<file path="src/rtl/bsg_fifo_rolly_read_ctrl.sv">
// Read-side controller for the rolly FIFO: speculative dequeue, outstanding window, retry limit.
// Define BSG_FIFO_ROLLY_READ_CTRL_TIMEOUT_EN to enable idle-timeout self-rollback.
module bsg_fifo_rolly_read_ctrl #(
   parameter int unsigned lg_size_p   = 3,
   parameter int unsigned window_p    = 2 ** lg_size_p,
   parameter int unsigned max_retry_p = 4,
   parameter int unsigned timeout_p   = 64
) (
   input  logic                 clk_i,
   input  logic                 reset_i,
   input  logic                 empty_i,
   output logic                 deq_o,
   output logic                 incr_o,
   output logic                 ack_o,
   output logic                 rollback_o,
   output logic                 v_o,
   input  logic                 ready_i,
   input  logic                 resp_v_i,
   input  logic [1:0]           resp_op_i,
   output logic [lg_size_p:0]   outstanding_o,
   output logic                 err_o
);

   localparam int unsigned CntW   = lg_size_p + 1;
   localparam int unsigned RetryW = $clog2(max_retry_p + 1);
   localparam logic [CntW-1:0]   Window   = CntW'(window_p);
   localparam logic [RetryW-1:0] MaxRetry = RetryW'(max_retry_p);

   typedef enum logic [1:0] {StSend, StHold, StRecover} state_e;

   state_e            state_q, state_d;
   logic [CntW-1:0]   cnt_q, cnt_d;
   logic [RetryW-1:0] retry_q, retry_d;
   logic              err_q, err_d;
   logic              timeout_fire;
   logic              req;
   logic [1:0]        op;

`ifdef BSG_FIFO_ROLLY_READ_CTRL_TIMEOUT_EN
   localparam int unsigned IdleW = $clog2(timeout_p + 1);
   localparam logic [IdleW-1:0] TimeoutM1 = IdleW'(timeout_p - 1);

   logic [IdleW-1:0] idle_q, idle_d;

   // Self-nack wins over a same-cycle dequeue, just like a consumer nack.
   assign timeout_fire = (state_q != StRecover) && (cnt_q != '0) && !resp_v_i
                         && (idle_q == TimeoutM1);

   always_comb begin
      idle_d = idle_q + IdleW'(1);
      if (resp_v_i || deq_o || rollback_o || (cnt_q == '0) || (state_q == StRecover)) begin
         idle_d = '0;
      end
   end

   always_ff @(posedge clk_i) begin
      if (reset_i) idle_q <= '0;
      else         idle_q <= idle_d;
   end
`else
   assign timeout_fire = 1'b0;
`endif

   assign req = resp_v_i | timeout_fire;
   assign op  = timeout_fire ? 2'd2 : resp_op_i;

   always_comb begin
      state_d    = state_q;
      cnt_d      = cnt_q;
      retry_d    = retry_q;
      err_d      = err_q;
      v_o        = 1'b0;
      deq_o      = 1'b0;
      incr_o     = 1'b0;
      ack_o      = 1'b0;
      rollback_o = 1'b0;
      if (!reset_i) begin
         if ((state_q != StRecover) && req && (op == 2'd2) && (cnt_q != '0)) begin
            rollback_o = 1'b1;
         end
         v_o   = (state_q == StSend) && !empty_i && !rollback_o && (cnt_q < Window);
         deq_o = v_o && ready_i;
         cnt_d = cnt_q + CntW'(deq_o);
         if (state_q == StRecover) begin
            if (resp_v_i) err_d = 1'b1;
            state_d = StSend;
         end else begin
            if (req) begin
               unique case (op)
                  2'd0: begin
                     if ((cnt_q != '0) || deq_o) begin
                        incr_o  = 1'b1;
                        cnt_d   = deq_o ? cnt_q : cnt_q - CntW'(1);
                        retry_d = '0;
                     end else begin
                        err_d = 1'b1;
                     end
                  end
                  2'd1: begin
                     // Tracker commits the in-flight deq along with everything outstanding.
                     ack_o   = 1'b1;
                     cnt_d   = CntW'(deq_o);
                     retry_d = '0;
                  end
                  2'd2: begin
                     if (cnt_q != '0) begin
                        cnt_d = '0;
                        if (retry_q != MaxRetry) retry_d = retry_q + RetryW'(1);
                        if (retry_q >= MaxRetry - RetryW'(1)) err_d = 1'b1;
                     end else begin
                        err_d = 1'b1;
                     end
                  end
                  2'd3: err_d = 1'b1;
               endcase
            end
            if (rollback_o)           state_d = StRecover;
            else if (cnt_d == Window) state_d = StHold;
            else                      state_d = StSend;
         end
      end
   end

   always_ff @(posedge clk_i) begin
      if (reset_i) begin
         state_q <= StSend;
         cnt_q   <= '0;
         retry_q <= '0;
         err_q   <= 1'b0;
      end else begin
         state_q <= state_d;
         cnt_q   <= cnt_d;
         retry_q <= retry_d;
         err_q   <= err_d;
      end
   end

   assign outstanding_o = cnt_q;
   assign err_o         = err_q;

endmodule

</file>
<file path="config.mk">
export PLATFORM = sky130hd
export DESIGN_NAME = bsg_fifo_rolly_read_ctrl
export DESIGN_NICKNAME = d
export VERILOG_FILES = /design/src/rtl/bsg_fifo_rolly_read_ctrl.sv
export SDC_FILE = /design/constraint.sdc
export NUM_CORES = 1
export LEC_CHECK = 0
export ABC_AREA = 1
export BUFFER_PORTS_ARGS = -buffer_cell sky130_fd_sc_hd__buf_2
export CAP_MARGIN = 20
export CORE_MARGIN = 4
export CORE_UTILIZATION = 40
export DETAILED_ROUTE_END_ITERATION = 8
export PLACE_DENSITY = 0.66
export SETUP_SLACK_MARGIN = 0.4
export SLEW_MARGIN = 20
export SYNTH_ARGS = -nofsm -noshare
export SYNTH_HDL_FRONTEND = slang
export SYNTH_SLANG_ARGS = --single-unit
</file>
<file path="constraint.sdc">
create_clock -name clk_i -period 2.6 [get_ports clk_i]
set_input_delay 0.52 -clock clk_i [delete_from_list [all_inputs] [get_ports clk_i]]
set_output_delay 0.52 -clock clk_i [all_outputs]
set_load 0.05 [all_outputs]
</file>
==> results of run 1 <==
repair_timing:
item | 4_1_cts | 5_1_grt
buffers inserted | 11 | 1
pin swaps | 4 | 5
setup endpoints to repair | 4 | 6
gates resized for setup | 14 | 12
metal layers:
layer,share of wire [%],global-route usage [%],routed length (µm),vias to the layer above
met4,1.7,3.97,44,0
met2,50,30.0,1280,28
li1,-,-,-,535
met5,0,0,0,-
met3,6.1,5.57,157,7
met1,42,20.0,1090,460
final cells by class:
cell class	instances	area, µm²	area share (%)
Clock buffer	4	26.3	1.97
Inverter	27	106	7.96
Multi-Input combinational cell	110	744	55.7
Sequential cell	10	213	15.9
Tap cell	28	35.0	2.62
Timing Repair Buffer	31	211	15.8
metrics by stage:
stage | total power [mW] | cells | utilization, %
after floorplan | 0.330 | 151 | -
after global placement | 0.370 | 194 | 48.8
after detailed placement | 0.376 | 194 | 48.8
after CTS | 0.524 | 209 | 55.5
after global routing | 0.572 | 210 | 58.2
final | 0.533 | 210 | 58.2
logic make-up after synthesis:
kind of cell / share of synthesized area, %
AND/OR/NAND/NOR: 38.0
buffers and inverters: 13.9
AO/OA/AOI/OAI: 10.5
adder cells (fa/ha/maj): 15.0
flip-flops: 20.0
XOR/XNOR: 2.63
path summary, 6_finish.rpt:
kind	from	endpoint	slack [ns]	depth (start not counted)
max	outstanding_o[0]	incr_o	0.48	10
min	retry_q[1]	retry_q[1]	0.49	2
max reg2reg	outstanding_o[0]	err_o	0.51	16
min reg2reg	retry_q[1]	retry_q[1]	0.49	2
flip-flops by register name, indices dropped and copies added, names as in the netlist:
name           flops
state_q            2
outstanding_o      4
err_o              1
retry_q            3
where the power goes:
group / internal (mW) / total, mW / switching [mW]
Sequential: 0.161 / 0.171 / 0.00906
Clock: 0.0594 / 0.118 / 0.0585
Combinational: 0.0942 / 0.244 / 0.150
Total: 0.315 / 0.533 / 0.217
worst max-delay path: stages (launching register included):
cell and delay [ns]:
dfxtp_4 0.36, inv_4 0.07, ha_4 0.14, nand2_4 0.05, nor2_4 0.10, o21ai_2 0.07
buf_6 0.13, nand2_4 0.06, nand3_4 0.08, nor2_4 0.09, buf_6 0.16
layout by cell type, fill, tap and decap left out, drive strengths merged, types with 3 or more instances in the layout:
cell type   n
nor2       25
o21ai       5
ha         12
nand3      14
buf        31
dfxtp      10
clkbuf      4
nand2      35
nand4       3
a21oi       7
inv        26
==> flow_metrics.tcl, run 1 <==
set metrics [dict create \
    synthMostInstantiatedCell "nand2_1" \
    cts_buffers 3 \
    fmaxAchievable_ghz 0.472 \
    clk_latency_ns 0.28 \
    startpoint_type "flip-flop" \
    arrival_ns 1.60 \
    vias 1030 \
    crit_fanout 3 \
    drive_gt1_share_pct 42.9 \
    status "finished, final reports clean" \
    synth_area_um2 1000 \
    antenna_found_initial 0 \
    h-tree-depth 1 \
    core_um2 2300 \
    post_dp_cell_area_um2 1120 \
    wirelength_um 2560 \
    start_util_pct 43.6 \
    syn_nets 170 \
    grtUsageTotal_pct 17.1 \
    drc 0 \
    finalHoldViolCount 0 \
    setup_ws_ns 0.480 \
    synth.area.top_cells "dfxtp_1 20%, ha_1 15%, nand2_1 11%" \
    final_cell_area_um2 1340 \
    holdWs_ns 0.493 \
    powerDensity_nw_per_um2 399 \
    setup_viol_count_final 0 \
    setup.worst_path.class "flip-flop to primary output" \
    cp-end-kind "primary output" \
    routed_via_density 4.90 \
    grt-ovfl-total 0 \
    io-pin-count 17 \
    syn_inst 151 \
    avgSynthCellArea_um2 6.63 \
    io_buffers 16 \
    max-vdd-ir-drop_uv 263 \
    maxCapViolCount 0 \
    dp_hpwl_um 1980 \
    pre_cts_slack_ns 0.240 \
    ys_types 28 \
    yosysSeqAreaShare_pct 20.0 \
    drt_iter0_drc 38 \
    finClkSkew_ns 0.0137 \
    synth_edf_count 0 \
    dr.pass1.iters 4 \
    grt_max_degree 11 \
    yosys.area.top_type_share_pct 20.0 \
    tritoncts "done" \
    n_antenna_cell 0 \
    fin_setup_tns_ns 0 \
    hold_path.class "flip-flop to flip-flop" \
    tightestPinTransition_ns 0.260 \
    finalCriticalPeriod_ns 2.12 \
    rsz0062_at_grt "false" \
    rows 17 \
    fp.dieH_um 58.0 \
    routedWlPerCell_um 12.2 \
    fillCellCount 214 \
    relSlewSlack_pct 82.7 \
    post-route-period-util_pct 81.6 \
    synth-main-ff-cell "dfxtp_1" \
    die_area_um2 3370 \
    clk_path_buf_depth 2 \
    clk_pin_slew_ns 0.08 \
    area_growth_pct 33.5 \
    grt_pass1_wl_um 4470 \
    yosysTopAreaCell "dfxtp_1" \
    worstPathRequired_ns 2.08 \
    nNetsFinal 202 \
    synth-seq-cells 10 \
    slew_viol_final 0 \
    postCtsHoldBufs 0 \
    async_reset_ff_share_pct 0 \
    cts_root_buffer "clkbuf_4" \
    die_w_um 58.0 \
    yosys_warnings 0 \
    power.leakage_nw 0.677 \
    routabilityCongestion 0.889 \
    cts.sinks 10 \
    postRouteAntennaNets 0 \
    grt_pass1_vias 1044 \
    synth_commonest_cells "28 x nand2_1, 22 x inv_1, 18 x nor2_1, 13 x nand3_1, 12 x ha_1" \
]
(Power assumes the default switching activity.)
==> run 2, diff against run 1 <==
PLACE_DENSITY = 0.68   (was 0.66)
clock period = 1.9 ns   (was 2.6 ns; I/O delays follow)
==> flow_metrics.tcl, run 2 (synthesis results as in run 1) <==
set metrics [dict create \
    vias 1190 \
    cp-startpoint "outstanding_o[1]" \
    finalHoldViolCount 0 \
    power.leakage_nw 0.812 \
    startpoint_type "flip-flop" \
    start_util_pct 43.6 \
    dr.pass1.iters 4 \
    clk_path_buf_depth 2 \
    nNetsFinal 223 \
    grt_max_degree 9 \
    n_antenna_cell 0 \
    routedWlPerCell_um 15.1 \
    worstPathRequired_ns 2.10 \
    io-pin-count 17 \
    layout.area.seq_um2 215 \
    dp_hpwl_um 2100 \
    clk_pin_slew_ns 0.08 \
    fin_setup_tns_ns -0.341 \
    io_buffers 16 \
    routed_via_density 5.15 \
    powerDensity_nw_per_um2 499 \
    fmaxAchievable_ghz 0.495 \
    setup_ws_ns -0.121 \
    maxCapViolCount 0 \
    crit_end "outstanding_o[2]" \
    finalCriticalPeriod_ns 2.02 \
    largest_register_ffs 4 \
    routabilityCongestion 0.835 \
    finalPower_uw 867 \
    mostFrequentLayoutCell "buf_4" \
    rsz0062_at_grt "true" \
    grt_pass1_wl_um 5150 \
    violations "negative setup slack" \
    final_cell_mix "30 x buf_4, 16 x nand2_1, 14 x inv_1, 14 x nand2_2, 11 x buf_2" \
    area_growth_pct 73.8 \
    tritoncts "done" \
    rr_endpoint "outstanding_o[2]" \
    die_area_um2 3370 \
    postCtsHoldBufs 0 \
    setup_viol_count_final 4 \
    post-route-period-util_pct 106 \
    arrival_ns 2.22 \
    tightestPinTransition_ns 0.314 \
    die_w_um 58.0 \
    multiInputGateArea_um2 933 \
    cp-end-kind "flip-flop" \
    fillCellCount 149 \
    h-tree-depth 1 \
    max-vdd-ir-drop_uv 345 \
    finClkSkew_ns 0.0129 \
    drc 0 \
    cts.sinks 10 \
    core_um2 2300 \
    rr_worst_depth 15 \
    clk_latency_ns 0.29 \
    hold_path.class "input port to flip-flop" \
    fp.dieH_um 58.0 \
    drt_iter0_drc 36 \
    wirelength_um 3490 \
    setup.worst_path.class "flip-flop to flip-flop" \
    grt_pass1_vias 1170 \
    crit_fanout 3 \
    postRouteAntennaNets 0 \
    r2r_start "outstanding_o[1]" \
    r2r_setup_slack_ns -0.12 \
    grtUsageTotal_pct 19.9 \
    status "complete, but fails checks" \
    grt-ovfl-total 0 \
    cts_buffers 3 \
    rows 17 \
    cts_root_buffer "clkbuf_4" \
    relSlewSlack_pct 79.0 \
    drive_gt1_share_pct 64.0 \
    antenna_found_initial 0 \
    slew_viol_final 0 \
]
[run 2: cell count changes in the layout (fill, tap and decap cells not counted), moves of 3 or more]
cell / change
nand3_1: -4
ha_1: -3
buf_6: +6
nand2_1: -9
nand2_4: +3
nor2_1: -4
nand3_4: +3
buf_4: +15
inv_1: -4
nand2_2: +6
nor2_4: +4
inv_2: +3
[run 2: final cells by class]
class,instances,area share (%)
Sequential cell,10,12.4
Clock buffer,4,1.51
Timing Repair Buffer,52,24.0
Multi-Input combinational cell,110,53.7
Tap cell,28,2.01
Inverter,27,6.47
[run 2: how the worst min path moves through the flow]
| stage | slack, ns | to | startpoint | cells past startpoint |
|---|---|---|---|---|
| final | 0.41 | retry_q[1] | reset_i | 2 |
| after global routing | 0.41 | retry_q[1] | reset_i | 2 |
| after CTS | 0.42 | state_q[1] | reset_i | 2 |
| after detailed placement | 0.47 | err_o | err_o | 2 |
| after global placement | 0.45 | err_o | err_o | 2 |
| after floorplan | 0.45 | retry_q[1] | retry_q[1] | 2 |
[run 2: routing by layer]
metal / vias to the layer above / GRT usage [%] / wire (µm)
met5: - / 0 / 0
met4: 0 / 9.60 / 113
met3: 9 / 2.23 / 212
met2: 42 / 34.4 / 1780
met1: 563 / 24.3 / 1390
li1: 576 / - / -
[run 2: power breakdown]
group	total [mW]	internal, mW	leakage (nW)	switching [mW]
Sequential	0.235	0.221	0.0852	0.0136
Clock	0.177	0.0818	0.0150	0.0950
Combinational	0.455	0.194	0.712	0.262
[run 2: repair_timing]
action                     CTS  global route
pin swaps                   13            15
setup endpoints to repair   13            14
gates resized for setup     33            21
buffers inserted            15             3
[run 2: critical path, stage by stage (launching register included)]
cell and delay [ns]:
dfxtp_4 0.37, inv_4 0.04, ha_4 0.16, nand2_4 0.07, nor2_4 0.05, o21ai_4 0.19, buf_12 0.14, inv_6 0.03
ha_4 0.16, ha_4 0.17, xnor2_4 0.15, nand3_1 0.11, nand3_2 0.10, nand3_1 0.07, nand2_1 0.07, inv_1 0.04
[run 2: per-stage QoR]
| step | hold slack, ns | setup slack, ns | utilization [%] | instances | instance area [µm²] |
|---|---|---|---|---|---|
| floorplan | 0.449 | -0.112 | - | 151 | 1140 |
| global placement | 0.455 | -0.0919 | 59.0 | 209 | 1360 |
| detailed placement | 0.468 | -0.150 | 59.0 | 209 | 1360 |
| CTS | 0.418 | -0.0733 | 70.9 | 228 | 1630 |
| global route | 0.414 | -0.235 | 75.7 | 231 | 1740 |
| finish | 0.409 | -0.121 | 75.7 | 231 | 1740 |
